`src/rtl/shift_seq_pkg.sv`:
```
// Shared encodings for the shifter command sequencer.
// Op codes, shifter priority selects and FSM states.
package shift_seq_pkg;

  localparam logic [1:0] OP_LOAD     = 2'b00;
  localparam logic [1:0] OP_SHR      = 2'b01;
  localparam logic [1:0] OP_SHL      = 2'b10;
  localparam logic [1:0] OP_LOAD_SHR = 2'b11;

  localparam logic [2:0] PRI_LD = 3'b000;
  localparam logic [2:0] PRI_SR = 3'b010;
  localparam logic [2:0] PRI_SL = 3'b100;

  typedef enum logic [1:0] {
    ST_IDLE  = 2'd0,
    ST_LOAD  = 2'd1,
    ST_SHIFT = 2'd2,
    ST_DONE  = 2'd3
  } state_e;

  function automatic logic op_has_load(input logic [1:0] op);
    return (op == OP_LOAD) || (op == OP_LOAD_SHR);
  endfunction

endpackage

```
`src/rtl/shift_seq_ctrl.sv`:
```
// Command sequencer driving the shifter's control and data pins.
// One command at a time: optional load, N shift strobes, done pulse.
module shift_seq_ctrl
  import shift_seq_pkg::*;
#(
  parameter int WIDTH = 4,
  parameter int CNT_W = 3
) (
  input  logic             clk,
  input  logic             clr,
  input  logic             cmd_valid,
  output logic             cmd_ready,
  input  logic [1:0]       cmd_op,
  input  logic [CNT_W-1:0] cmd_cnt,
  input  logic [WIDTH-1:0] cmd_data,
  input  logic             cmd_fill,
  output logic [WIDTH-1:0] D,
  output logic             D_sr,
  output logic             D_sl,
  output logic             ld,
  output logic             sr,
  output logic             sl,
  output logic [2:0]       prior_con,
  output logic             busy,
  output logic             done
);

  state_e           state_q;
  logic [1:0]       op_q;
  logic [CNT_W-1:0] cnt_q;
  logic [CNT_W-1:0] count_q;
  logic             fill_q;
  logic [WIDTH-1:0] d_q;
  logic             dsr_q;
  logic             dsl_q;
  logic             ld_q;
  logic             sr_q;
  logic             sl_q;
  logic [2:0]       pri_q;
  logic             busy_q;
  logic             done_q;

  assign cmd_ready = (state_q == ST_IDLE);

  assign D         = d_q;
  assign D_sr      = dsr_q;
  assign D_sl      = dsl_q;
  assign ld        = ld_q;
  assign sr        = sr_q;
  assign sl        = sl_q;
  assign prior_con = pri_q;
  assign busy      = busy_q;
  assign done      = done_q;

  // Outputs are set on the edge entering a state, so each
  // strobe is high for exactly the cycles spent in that state.
  always_ff @(posedge clk or negedge clr) begin
    if (!clr) begin
      state_q <= ST_IDLE;
      op_q    <= OP_LOAD;
      cnt_q   <= '0;
      count_q <= '0;
      fill_q  <= 1'b0;
      d_q     <= '0;
      dsr_q   <= 1'b0;
      dsl_q   <= 1'b0;
      ld_q    <= 1'b0;
      sr_q    <= 1'b0;
      sl_q    <= 1'b0;
      pri_q   <= PRI_LD;
      busy_q  <= 1'b0;
      done_q  <= 1'b0;
    end else begin
      unique case (state_q)
        ST_IDLE: begin
          if (cmd_valid) begin
            op_q   <= cmd_op;
            cnt_q  <= cmd_cnt;
            fill_q <= cmd_fill;
            busy_q <= 1'b1;
            if (op_has_load(cmd_op)) begin
              state_q <= ST_LOAD;
              ld_q    <= 1'b1;
              pri_q   <= PRI_LD;
              d_q     <= cmd_data;
            end else if (cmd_cnt != '0) begin
              state_q <= ST_SHIFT;
              count_q <= cmd_cnt;
              if (cmd_op == OP_SHL) begin
                sl_q  <= 1'b1;
                pri_q <= PRI_SL;
                dsl_q <= cmd_fill;
              end else begin
                sr_q  <= 1'b1;
                pri_q <= PRI_SR;
                dsr_q <= cmd_fill;
              end
            end else begin
              state_q <= ST_DONE;
              done_q  <= 1'b1;
            end
          end
        end
        ST_LOAD: begin
          ld_q <= 1'b0;
          if (op_q == OP_LOAD_SHR && cnt_q != '0) begin
            state_q <= ST_SHIFT;
            count_q <= cnt_q;
            sr_q    <= 1'b1;
            pri_q   <= PRI_SR;
            dsr_q   <= fill_q;
          end else begin
            state_q <= ST_DONE;
            pri_q   <= PRI_LD;
            done_q  <= 1'b1;
          end
        end
        ST_SHIFT: begin
          count_q <= count_q - 1'b1;
          if (count_q == CNT_W'(1)) begin
            state_q <= ST_DONE;
            sr_q    <= 1'b0;
            sl_q    <= 1'b0;
            pri_q   <= PRI_LD;
            done_q  <= 1'b1;
          end
        end
        ST_DONE: begin
          state_q <= ST_IDLE;
          done_q  <= 1'b0;
          busy_q  <= 1'b0;
        end
        default: state_q <= ST_IDLE;
      endcase
    end
  end

endmodule

```
`config.mk`:
```
export PLATFORM = sky130hd
export DESIGN_NAME = shift_seq_ctrl
export DESIGN_NICKNAME = d
export VERILOG_FILES = /design/src/rtl/shift_seq_pkg.sv /design/src/rtl/shift_seq_ctrl.sv
export SDC_FILE = /design/constraint.sdc
export NUM_CORES = 1
export LEC_CHECK = 0
export ABC_AREA = 1
export CAP_MARGIN = 20
export CORE_UTILIZATION = 30
export CTS_CLUSTER_SIZE = 8
export DETAILED_ROUTE_END_ITERATION = 6
export GPL_TIMING_DRIVEN = 0
export PLACE_DENSITY = 0.61
export SLEW_MARGIN = 40
export SYNTH_ARGS = -nofsm -noshare
export SYNTH_HDL_FRONTEND = slang
export SYNTH_SLANG_ARGS = --single-unit
```
`constraint.sdc`:
```
create_clock -name clk -period 1.3 [get_ports clk]
set_input_delay 0.13 -clock clk [delete_from_list [all_inputs] [get_ports clk]]
set_output_delay 0.13 -clock clk [all_outputs]
set_load 0.05 [all_outputs]
```
### Yosys cells after proc, flatten, opt, wreduce, memory -nomap -nowiden

Index checks and enable logic that the tools add are counted.

* register bits: 25
* output and inout port bits: 15
* word-level logic and storage cells: 103

* bitwise logic cells: 1
* muxes and demuxes: 47
* add/subtract/negate cells: 1
* equality and inequality tests: 18
* reductions and logical operators: 22

Operators by type and width (count)
* two-way mux 3 bit: 9
* two-way mux 1 bit: 25
* one-hot mux 3 bit (3 select lines): 2
* AND reduction 5 bit: 3
* != test 2 bit, second input constant: 7
* AND reduction 6 bit: 2
* == test 2 bit, second input constant: 5
* nonzero test 3 bit: 3
* two-way mux 2 bit: 4
* one-hot mux 1 bit (2 select lines): 4
* one-hot mux 2 bit (4 select lines): 1
* AND reduction 7 bit: 1
* != test 2 x 1 -> 1 bit, second input constant: 3
* AND reduction 2 bit: 3
* AND reduction 3 bit: 2
* nonzero test 2 bit: 3
* zero test 2 bit: 2
* one-hot mux 1 bit (4 select lines): 1
* AND reduction 4 bit: 1
* == test 3 x 1 -> 1 bit, second input constant: 1
* != test 3 x 1 -> 1 bit, second input constant: 1
* one-hot mux 1 bit (3 select lines): 1
* subtractor 3 x 1 -> 3 bit, second input constant: 1
* == test 2 x 1 -> 1 bit, second input constant: 1
* 3 further kinds: 3

### Depth between registers and ports, before layout

Gate-level depths: netlist of the first run.

* depth after elaboration: 6
* mapped depth: 10
* mapped depth without buffers: 9

### Worst setup path before layout of the first run

OpenSTA, ideal clock, no wires.

* kind: register to register
* start point: register state_q[0]
* end point: register d_q[0], in the netlist D[0]
* slack: -0.466 ns
* arrival time: 1.641 ns
* setup time: 0.125 ns
* stages on the path, launching flop included: 8
* required time: 1.175 ns
* path buffers: 1
* path through: dfrtp_1 inv_1 ha_1 buf_6 nand2_4 clkinv_2 nand2_4 mux2_4

* word-level cells in the longest chain between the ends: 2

Ends and longest elaborated chain
* start: declaration: RTL line shift_seq_ctrl.sv:28 `state_e state_q;`
* start signal: assignment: RTL line shift_seq_ctrl.sv:59 `state_q <= ST_IDLE;`
* start signal: assignment: RTL line shift_seq_ctrl.sv:82 `state_q <= ST_LOAD;`
* start signal: assignment: RTL line shift_seq_ctrl.sv:87 `state_q <= ST_SHIFT;`
* zero test 2 bit
* via cmd_ready: RTL line shift_seq_ctrl.sv:12 `output logic cmd_ready,`
* AND reduction 3 bit (no line)
* end signal: assignment: RTL line shift_seq_ctrl.sv:85 `d_q <= cmd_data;`
* end: declaration: RTL line shift_seq_ctrl.sv:33 `logic [WIDTH-1:0] d_q;`

The timed path passes the listed nets, and every way through them passes these cells.
A chain may end at the register's enable or synchronous reset.

### Worst setup path after layout of the first run

* start point: register state_q[1]
* end point: register dsr_q, in the netlist D_sr

* word-level cells in the longest chain between the ends: 3
* elaborated cells between the ends (all ways): 10

Ends and longest elaborated chain
* == test 2 x 1 -> 1 bit or zero test 2 bit (tied branches): RTL line shift_seq_ctrl.sv:74 `unique case (state_q)`
* != test 2 bit (no line) (tied with other cells)
* AND reduction 6 bit (no line)
* end signal: assignment: RTL line shift_seq_ctrl.sv:96 `dsr_q <= cmd_fill;`
* end signal: assignment: RTL line shift_seq_ctrl.sv:111 `dsr_q <= fill_q;`
* end: declaration: RTL line shift_seq_ctrl.sv:34 `logic dsr_q;`

Parallel ways exist; a longest one is shown, timed or not.

==> results.json, run 1 <==
{
  "violations": "DRC, setup timing",
  "synth.top_cell.area_share": 0.420,
  "power_frac_comb": 0.685,
  "worst_pin_slew_ns": 0.541,
  "gp_congestion": 0.831,
  "leakage_nw": 1.09,
  "critPathLaunch": "state_q[1]$_DFFE_PN0P_",
  "fin_ws_ns": -0.137,
  "hold_depth": 3,
  "ioPinCount": 28,
  "dp_slack_ns": -0.546,
  "power-per-cell-area_nw_per_um2": 2810,
  "firstDrtPassIters": 6,
  "fin_skew_ns": 0.00505,
  "path_cells": "inv_2 -> buf_4 -> ha_4 -> buf_2 -> o21ai_0 -> nand3_1 -> nand2_1",
  "min_period_ns": 1.44,
  "rr_worst_depth": 7,
  "final_common_cell": "nand2_1",
  "reg2reg_from": "state_q[1]$_DFFE_PN0P_",
  "die_y_um": 71.0,
  "drv_cap": 0,
  "critPathKind": "flip-flop to flip-flop",
  "drive_gt1_frac": 0.399,
  "root_buffer": "clkbuf_8",
  "synth_cell_types": 24,
  "grt_overflow_total": 0,
  "dp_hpwl_um": 2280,
  "min_path_type": "input port to flip-flop",
  "rsz0062_at_grt": "true",
  "layout_common_cells": "nand2_1 (45), dfrtp_1 (24), inv_1 (14), o21ai_1 (12), buf_4 (11)",
  "ff2ff_setup_slack_ns": -0.14,
  "syn-cell-area_um2": 1430,
  "peakVddDrop_v": 0.000754,
  "async_flop_share": 1.00,
  "ys.flop_type": "dfrtp_1",
  "postRouteAntennaNets": 0,
  "setup_violations": 17,
  "p_int_mw": 3.21,
  "drc": 8,
  "yosys_warnings": 0,
  "fin_area_um2": 2230,
  "start_util": 0.319,
  "finalPower_mw": 6.27,
  "final_core_util": 0.499,
  "grt_first_pass_wirelength_um": 5850,
  "cts_made_buffers": 3,
  "max_stage_delay_ns": 0.39,
  "area_delta_synth_final_pct": 56.3,
  "syn-num-nets": 204,
  "switching_share": 0.488,
  "cp-start-kind": "flip-flop",
  "whs_endpoint": "op_q[0]$_DFFE_PN0P_",
  "grt_pass1_vias": 1315,
  "grt_max_degree": 25,
  "fmax_ghz": 0.696,
  "cts_sinks": 24,
  "port_buffers": 26,
  "seq_power_share": 0.210,
  "place_area_um2": 1770,
  "fin_crit_sh": 1.11,
  "synth_area_leader_cell": "dfrtp_1",
  "arrival_ns": 1.65,
  "syn_inst": 182,
  "synth_seq_cells": 24,
  "path_clk_slew_ns": 0.09,
  "r2r_end": "D_sr$_DFFE_PN0P_",
  "grt_usage": 0.148,
  "num-nets-final": 251,
  "htree_levels": 1,
  "rows": 24,
  "drtIter0Drc": 46,
  "ys_seq_area_frac": 0.420,
  "status": "complete, but fails checks",
  "cts_tree": "done",
  "slowest_stage": "dfrtp_1",
  "clkLatencyLatePin_ns": 0.27,
  "wl_per_cell_um": 12.7,
  "vias": 1314,
  "fp.dieArea_um2": 5040,
  "p_sw_mw": 3.06,
  "clk_path_buf_depth": 2,
  "crit_path_max_fanout": 5,
  "synth.area.top_cells": "dfrtp_1 (42%), nand2_1 (15%), ha_1 (7.9%), o21ai_0 (6.7%), inv_1 (6.3%)",
  "core_area_um2": 4470,
  "diodes": 0,
  "cp.required_ns": 1.51,
  "worstHoldStart": "cmd_op[0]",
  "slew_headroom": 0.639,
  "clkPwrFrac": 0.105,
  "hold_viol": 0,
  "syn_avg_cell_area_um2": 7.85,
  "vias_per_cell": 4.69,
  "tns_ns": -1.45,
  "slew_violations": 0,
  "antenna_found_initial": 0,
  "synth_edf_count": 0,
  "end_kind": "flip-flop",
  "wl_um": 3560,
  "die_width_um": 71.0
}
## per-stage QoR
stage | hold WS [ns] | instances
after CTS | 0.339 | 277
after detailed placement | 0.161 | 260
after floorplan | -0.166 | 182
after global routing | 0.341 | 280
after global placement | 0.456 | 260
final | 0.329 | 280
## Yosys cell counts (2+ instances only)
cell type	count
a21oi_1	2
buf_2	2
dfrtp_1	24
ha_1	9
inv_1	24
mux2_4	4
nand2_1	57
nand2_4	2
nand3_1	13
nor2_1	11
nor2_4	2
o21ai_0	19
or2_1	2
## metal layers
metal,track usage,routed length [µm]
met2,0.261,1800
met4,0.0556,65
met5,0,0
met1,0.184,1580
met3,0.0214,115
## power groups by stage
stage / clock network, mW / logic, mW / registers, mW
global placement: 0 / 3.18 / 1.33
finish: 0.658 / 4.29 / 1.32
detailed placement: 0 / 3.21 / 1.33
floorplan: 0 / 1.75 / 1.97
global route: 0.709 / 4.69 / 1.36
CTS: 0.680 / 3.94 / 1.30
## critical path: cells and delay by family, from the launching register on
kind	cells	cell delay (ns)
compound gates	1	0.27
simple gates	2	0.19
buf+inv	3	0.37
flops	1	0.39
fa+ha+maj	1	0.16
## cell families after synthesis
family | count (synthesis) | synth area share
AO/OA/AOI/OAI | 24 | 0.0867
multiplexers | 4 | 0.0420
other | 1 | 0.00262
flip-flops | 24 | 0.420
adder cells (fa/ha/maj) | 9 | 0.0788
buffers and inverters | 30 | 0.0893
AND/OR/NAND/NOR | 90 | 0.280
## cell type report
cell class | count | area (µm²)
Fill cell | 413 | 2240
Multi-Input combinational cell | 128 | 960
Sequential cell | 24 | 601
Timing Repair Buffer | 43 | 387
Inverter | 26 | 120
Tap cell | 52 | 65.1
Clock buffer | 3 | 41.3
Clock inverter | 1 | 30.0
Buffer | 3 | 30.0
## state kept, by name, summed over array words and instances (netlist names)
register	flops
D	4
D_sl	1
D_sr	1
busy	1
cnt_q	3
count_q	3
done	1
fill_q	1
ld	1
op_q	2
prior_con	2
sl	1
sr	1
state_q	2
## how the worst max path moves through the flow
stage | endpoint | slack (ns) | cells past startpoint
global route | D_sr$_DFFE_PN0P_ | -0.23 | 9
CTS | D[0]$_DFFE_PN0P_ | -0.19 | 8
global placement | prior_con[2]$_DFFE_PN0P_ | -0.58 | 8
detailed placement | prior_con[2]$_DFFE_PN0P_ | -0.55 | 8
finish | D_sr$_DFFE_PN0P_ | -0.14 | 7
floorplan | D[0]$_DFFE_PN0P_ | -0.16 | 7
## timing repair
item	4_1_cts	5_1_grt
hold endpoints to repair	24	0
pin swaps	12	23
buffers inserted	9	6
setup endpoints to repair	33	38
resized for setup	74	58
gates cloned	3	0
hold buffers	1	0
Note: power is estimated with default switching activity, not from simulation.
==> run 2, diff against run 1 <==
--- a/config.mk
+++ b/config.mk
@@ -11,8 +11,9 @@
 export CTS_CLUSTER_SIZE = 8
 export DETAILED_ROUTE_END_ITERATION = 6
 export GPL_TIMING_DRIVEN = 0
-export PLACE_DENSITY = 0.61
+export PLACE_DENSITY = 0.53
 export SLEW_MARGIN = 40
 export SYNTH_ARGS = -nofsm -noshare
 export SYNTH_HDL_FRONTEND = slang
 export SYNTH_SLANG_ARGS = --single-unit
+export TNS_END_PERCENT = 5
==> results.json, run 2 (synthesis gave the netlist of run 1 again) <==
{
  "end_kind": "flip-flop",
  "post-cts-setup-buffers": 0,
  "final_common_cell": "nand2_1",
  "grt_overflow_total": 0,
  "postRouteAntennaNets": 0,
  "leakage_nw": 0.974,
  "clkPwrFrac": 0.102,
  "violations": "DRC, setup timing",
  "slew_violations": 0,
  "wl_um": 3040,
  "drive_gt1_frac": 0.216,
  "fin_ws_ns": -0.147,
  "clkLatencyLatePin_ns": 0.27,
  "diodes": 0,
  "setup_violations": 21,
  "cp.depth": 7,
  "grt_usage": 0.135,
  "grt_first_pass_wirelength_um": 5260,
  "cp-start-kind": "flip-flop",
  "path_cells": "inv_2 -> ha_4 -> buf_8 -> nand2_4 -> clkinv_4 -> nand2_8 -> mux2_4",
  "critPathKind": "flip-flop to flip-flop",
  "vias_per_cell": 4.49,
  "power_frac_comb": 0.636,
  "root_buffer": "clkbuf_8",
  "start_util": 0.319,
  "port_buffers": 26,
  "htree_levels": 1,
  "fp.dieArea_um2": 5040,
  "seq_power_share": 0.262,
  "cts_sinks": 24,
  "rsz0062_at_grt": "true",
  "min_period_ns": 1.45,
  "fin_skew_ns": 0.00407,
  "fmax_ghz": 0.691,
  "finalPower_mw": 5.07,
  "switching_share": 0.506,
  "grt_max_degree": 25,
  "fin_crit_sh": 1.11,
  "power-per-cell-area_nw_per_um2": 2700,
  "num-nets-final": 236,
  "core_area_um2": 4470,
  "cts_made_buffers": 3,
  "vias": 1191,
  "min_path_type": "input port to asynchronous set/reset pin",
  "crit_path_max_fanout": 10,
  "rows": 24,
  "p_int_mw": 2.50,
  "fill_cells": 441,
  "critical-path-top-delay-family": "flip-flops",
  "critPathBufInv": 3,
  "die_width_um": 71.0,
  "area_delta_synth_final_pct": 31.2,
  "largest_register_ffs": 4,
  "drc": 6,
  "slew_headroom": 0.644,
  "clk_path_buf_depth": 2,
  "firstDrtPassIters": 6,
  "fin_area_um2": 1870,
  "hold_viol": 0,
  "drv_cap": 0,
  "grt_pass1_vias": 1137,
  "worst_pin_slew_ns": 0.534,
  "gp_congestion": 0.786,
  "peakVddDrop_v": 0.00102,
  "max_stage_delay_ns": 0.41,
  "cts_tree": "done",
  "place_area_um2": 1770,
  "antenna_found_initial": 0,
  "dp_slack_ns": -0.594,
  "rr_worst_depth": 7,
  "status": "complete, but fails checks",
  "ioPinCount": 28,
  "arrival_ns": 1.61,
  "wl_per_cell_um": 11.5,
  "p_sw_mw": 2.57,
  "layout_common_cells": "nand2_1 (54), dfrtp_1 (23), inv_1 (18), o21ai_0 (12), nand3_1 (12)",
  "slowest_stage": "dfrtp_1",
  "die_y_um": 71.0,
  "dp_hpwl_um": 2390,
  "cp.required_ns": 1.46,
  "drtIter0Drc": 47,
  "path_clk_slew_ns": 0.09
}
## run 2: per-layer routing
metal  GRT usage  up-vias  part of all wire
met5           0        -                 0
met2       0.215       20              0.45
met4      0.0333        0            0.0082
li1            -      631                 -
met1       0.181      536              0.51
met3      0.0370        4             0.036
## run 2: power by group through the flow
stage	combinational (mW)	clock [mW]	sequential (mW)
3_3_place_gp	3.18	0	1.34
4_1_cts	3.17	0.542	1.32
5_1_grt	3.57	0.573	1.38
3_5_place_dp	3.21	0	1.34
2_1_floorplan	1.72	0	1.97
6_report	3.22	0.517	1.33
## run 2: final cells by class
cell class	count	area, µm²	share of cell area
sequential	24	602	0.321
timing repair buffer	27	238	0.127
inverter	26	103	0.0547
tap	52	65.1	0.0347
buffer	4	38.8	0.0207
clock buffer	4	55.1	0.0294
multi-input combinational	128	773	0.413
## run 2: worst register-to-register path, cell delays in order, from the launching register on
cell and delay (ns):
dfrtp_1 0.41, inv_2 0.08, ha_4 0.17, buf_8 0.14, nand2_4 0.09, clkinv_4 0.08
nand2_8 0.08, mux2_4 0.30
## run 2: timing repair
action	in CTS	in global routing
hold buffers	1	0
resized for setup	36	27
setup endpoints to repair	38	37
endpoints found under the hold margin	24	0
pin swaps	1	4
## run 2: path summary, 6_finish.rpt
kind                                   startpoint                     end  slack [ns]
max in group asynchronous                     clr  state_q[0]$_DFFE_PN0P_        0.54
hold reg to reg                    sl$_DFFE_PN0P_          sl$_DFFE_PN0P_        0.47
setup reg to reg           state_q[1]$_DFFE_PN0P_        D[2]$_DFFE_PN0P_       -0.15
setup / recovery           state_q[1]$_DFFE_PN0P_        D[2]$_DFFE_PN0P_       -0.15
hold / removal                                clr     op_q[1]$_DFFE_PN0P_        0.37
min in group clk                       cmd_cnt[0]    cnt_q[0]$_DFFE_PN0P_        0.46
## run 2: metrics by stage
stage / hold slack, ns / setup TNS (ns) / std cells / util
2_1_floorplan: -0.166 / -1.49 / 182 / -
3_3_place_gp: 0.457 / -12.73 / 260 / 0.396
3_5_place_dp: 0.152 / -8.01 / 260 / 0.395
4_1_cts: 0.384 / -1.95 / 265 / 0.415
5_1_grt: 0.422 / -3.66 / 265 / 0.419
6_report: 0.368 / -1.53 / 265 / 0.419
==> RTL change, RTL diff (settings of run 1) <==
`CNT_W`: 3 -> 4.
--- a/src/rtl/shift_seq_ctrl.sv
+++ b/src/rtl/shift_seq_ctrl.sv
@@ -4,7 +4,7 @@
   import shift_seq_pkg::*;
 #(
   parameter int WIDTH = 4,
-  parameter int CNT_W = 3
+  parameter int CNT_W = 4
 ) (
   input  logic             clk,
   input  logic             clr,
Interface: changed (resized cmd_cnt); port bits go from 28 to 29. The function was not compared with the original's and may differ.
==> RTL change against run 1 <==
- the flow finishes with violations (setup timing)
- synthesized cell count increased by 4.4%
- sequential power increased by 12%
- largest cell class unchanged
- final area increased by 3.5%
- first-iteration DRC count decreased by 37%
- critical path depth increased by 3
- wire length increased by 4.1%
- sequential cell count increased by 2
- total power increased by 4.5%
- critical endpoint is now count_q[3]$_DFFE_PN0P_
- area after synthesis increased by 5.0%
- worst setup slack got worse by 0.033 ns
==> RTL change: results (changes against run 1) <==
stage	metric	value	unit	change
timing	Final setup viols	26		+9
global_routing	first-pass GRT wire length	6510	um	+11%
pwr	seq pwr	0.00148	W	+12%
placed_design	placed insts	284		+9.2%
pwr	P_sw	0.00325	W	+6.4%
finish	layout cells sized above 1	38.1	%	-1.8 points
synthesis	syn_area_per_cell	7.90	sq um	+0.57%
worst_setup_path	crit path launch	state_q[0]$_DFFE_PN0P_		
status	status	finished with violations		
placed_design	port buffer count	27		+3.8%
clocking	Resized cells post-CTS	80		+8.1%
finish	FILL cells	473		+15%
pwr	leakage power	1.12	nW	+2.8%
timing	Fin Hold WS	0.375	ns	+0.0464 ns
global_routing	vias in the first global route	1440		+9.5%
status	violated checks	setup timing		
timing	actual slew at the worst max-slew pin	0.578	ns	+0.0368 ns
global_routing	global-route usage over all layers	16.0	%	+1.2 points
synthesis	mux contribution to synthesized area	4.00	%	-0.20 points
synthesis	compound-gate portion of the synthesized area	9.59	%	+0.92 points
synthesis	Unique masters post-synth	28		+17%
worst_setup_path	worst-path fanout max	7		+2
worst_setup_path	CP Class	reg2reg		
synthesis	Synth Net Count	213		+4.4%
placed_design	GP Congestion	0.810		-2.6%
synthesis	Synth top cells by count	nand2_1 (61), dfrtp_1 (26), inv_1 (18), nor2_1 (16), o21ai_0 (13)		
route	Initial DRT Pass Iterations	4		-2
pwr	Tot Pwr	0.00655	W	+4.5%
route	DR vias/cell	4.53		-3.4%
timing	post-route setup slack	-0.171	ns	-0.0335 ns
worst_setup_path	r2r worst-path depth	10		+3
synthesis	sequential-to-total area share from yosys stat	43.4	%	+1.3 points
timing	setup TNS	-2.48	ns	-1.03 ns
min_path	Worst Hold Class	in2async		
clocking	CTS buffer count	3		unchanged
worst_setup_path	critical path's slowest cell	dfrtp_1		
synthesis	adder-cell share of the synthesized area	7.51	%	-0.37 points
worst_setup_path	Worst R2R End	count_q[3]$_DFFE_PN0P_		
clocking	Clock transition at path regs	0.10	ns	
route	Avg WL per Cell	12.1	um	-4.7%
finish	Nets	263		+4.8%
placed_design	post-DP HPWL	2450	um	+7.4%
timing	Clock Skew	0.00950	ns	+0.00445 ns
route	final wirelength	3710	um	+4.1%
synthesis	dominant cells by area after synthesis	dfrtp_1 (43%), nand2_1 (15%), ha_1 (7.5%)		
global_routing	pin count of the biggest net entering global routing	27		+8.0%
pwr	worst vdd ir	0.853	mV	+13%
pwr	Clock Power Share	8.3	%	-2.2 points
-- RTL change: cell count changes in the layout (fill, tap and decap cells not counted), moves of 3 or more --
cell,change
nor2_1,+11
clkbuf_2,+6
clkdlybuf4s15_1,-4
nand3_1,-4
clkdlybuf4s50_1,+3
dlygate4sd2_1,-3
nand2_1,+3
nand2_2,+3
nor2_2,-3
nor2_4,-3
-- RTL change: layout make-up --
cell class,count,area share [%]
buffer,4,2.06
clock buffer,4,2.38
inverter,22,4.66
multi-input combinational,137,41.5
sequential,26,28.2
tap,67,3.63
timing repair buffer,46,17.6
-- RTL change: routing by layer --
metal	wire, um	global-route usage (%)	vias to the layer above	part of all wire, %
met5	0	0	-	0
met4	87	8.28	0	2.3
met3	80	2.07	8	2.2
met2	1880	27.4	21	51
met1	1660	19.8	652	45
li1	-	-	706	-
-- RTL change: kinds of logic (layout without fill, tap and decap cells) --
| family | Yosys count | after routing |
|---|---|---|
| buffers and inverters | 27 | 76 |
| adders and majority gates | 9 | 9 |
| and+or+nand+nor | 95 | 95 |
| other | 1 | 1 |
| DFF | 26 | 26 |
| muxes | 5 | 5 |
| AOI/OAI and AO/OA | 27 | 27 |
-- RTL change: through the flow --
stage          utilization [%]  instance area, sq um  worst slack (ns)
3_5_place_dp              39.3                  1870            -0.567
3_3_place_gp              39.4                  1880            -0.544
4_1_cts                   47.9                  2280            -0.172
2_1_floorplan                -                  1520            -0.172
6_report                  48.6                  2310            -0.171
5_1_grt                   48.6                  2310            -0.258
-- RTL change: worst max-delay path: cells and delay by family (launching register included) --
family,cells,cell delay [ns]
AOI/OAI and AO/OA,1,0.05
adders and majority gates,1,0.16
buffers and inverters,4,0.40
DFF,1,0.38
and+or+nand+nor,4,0.36
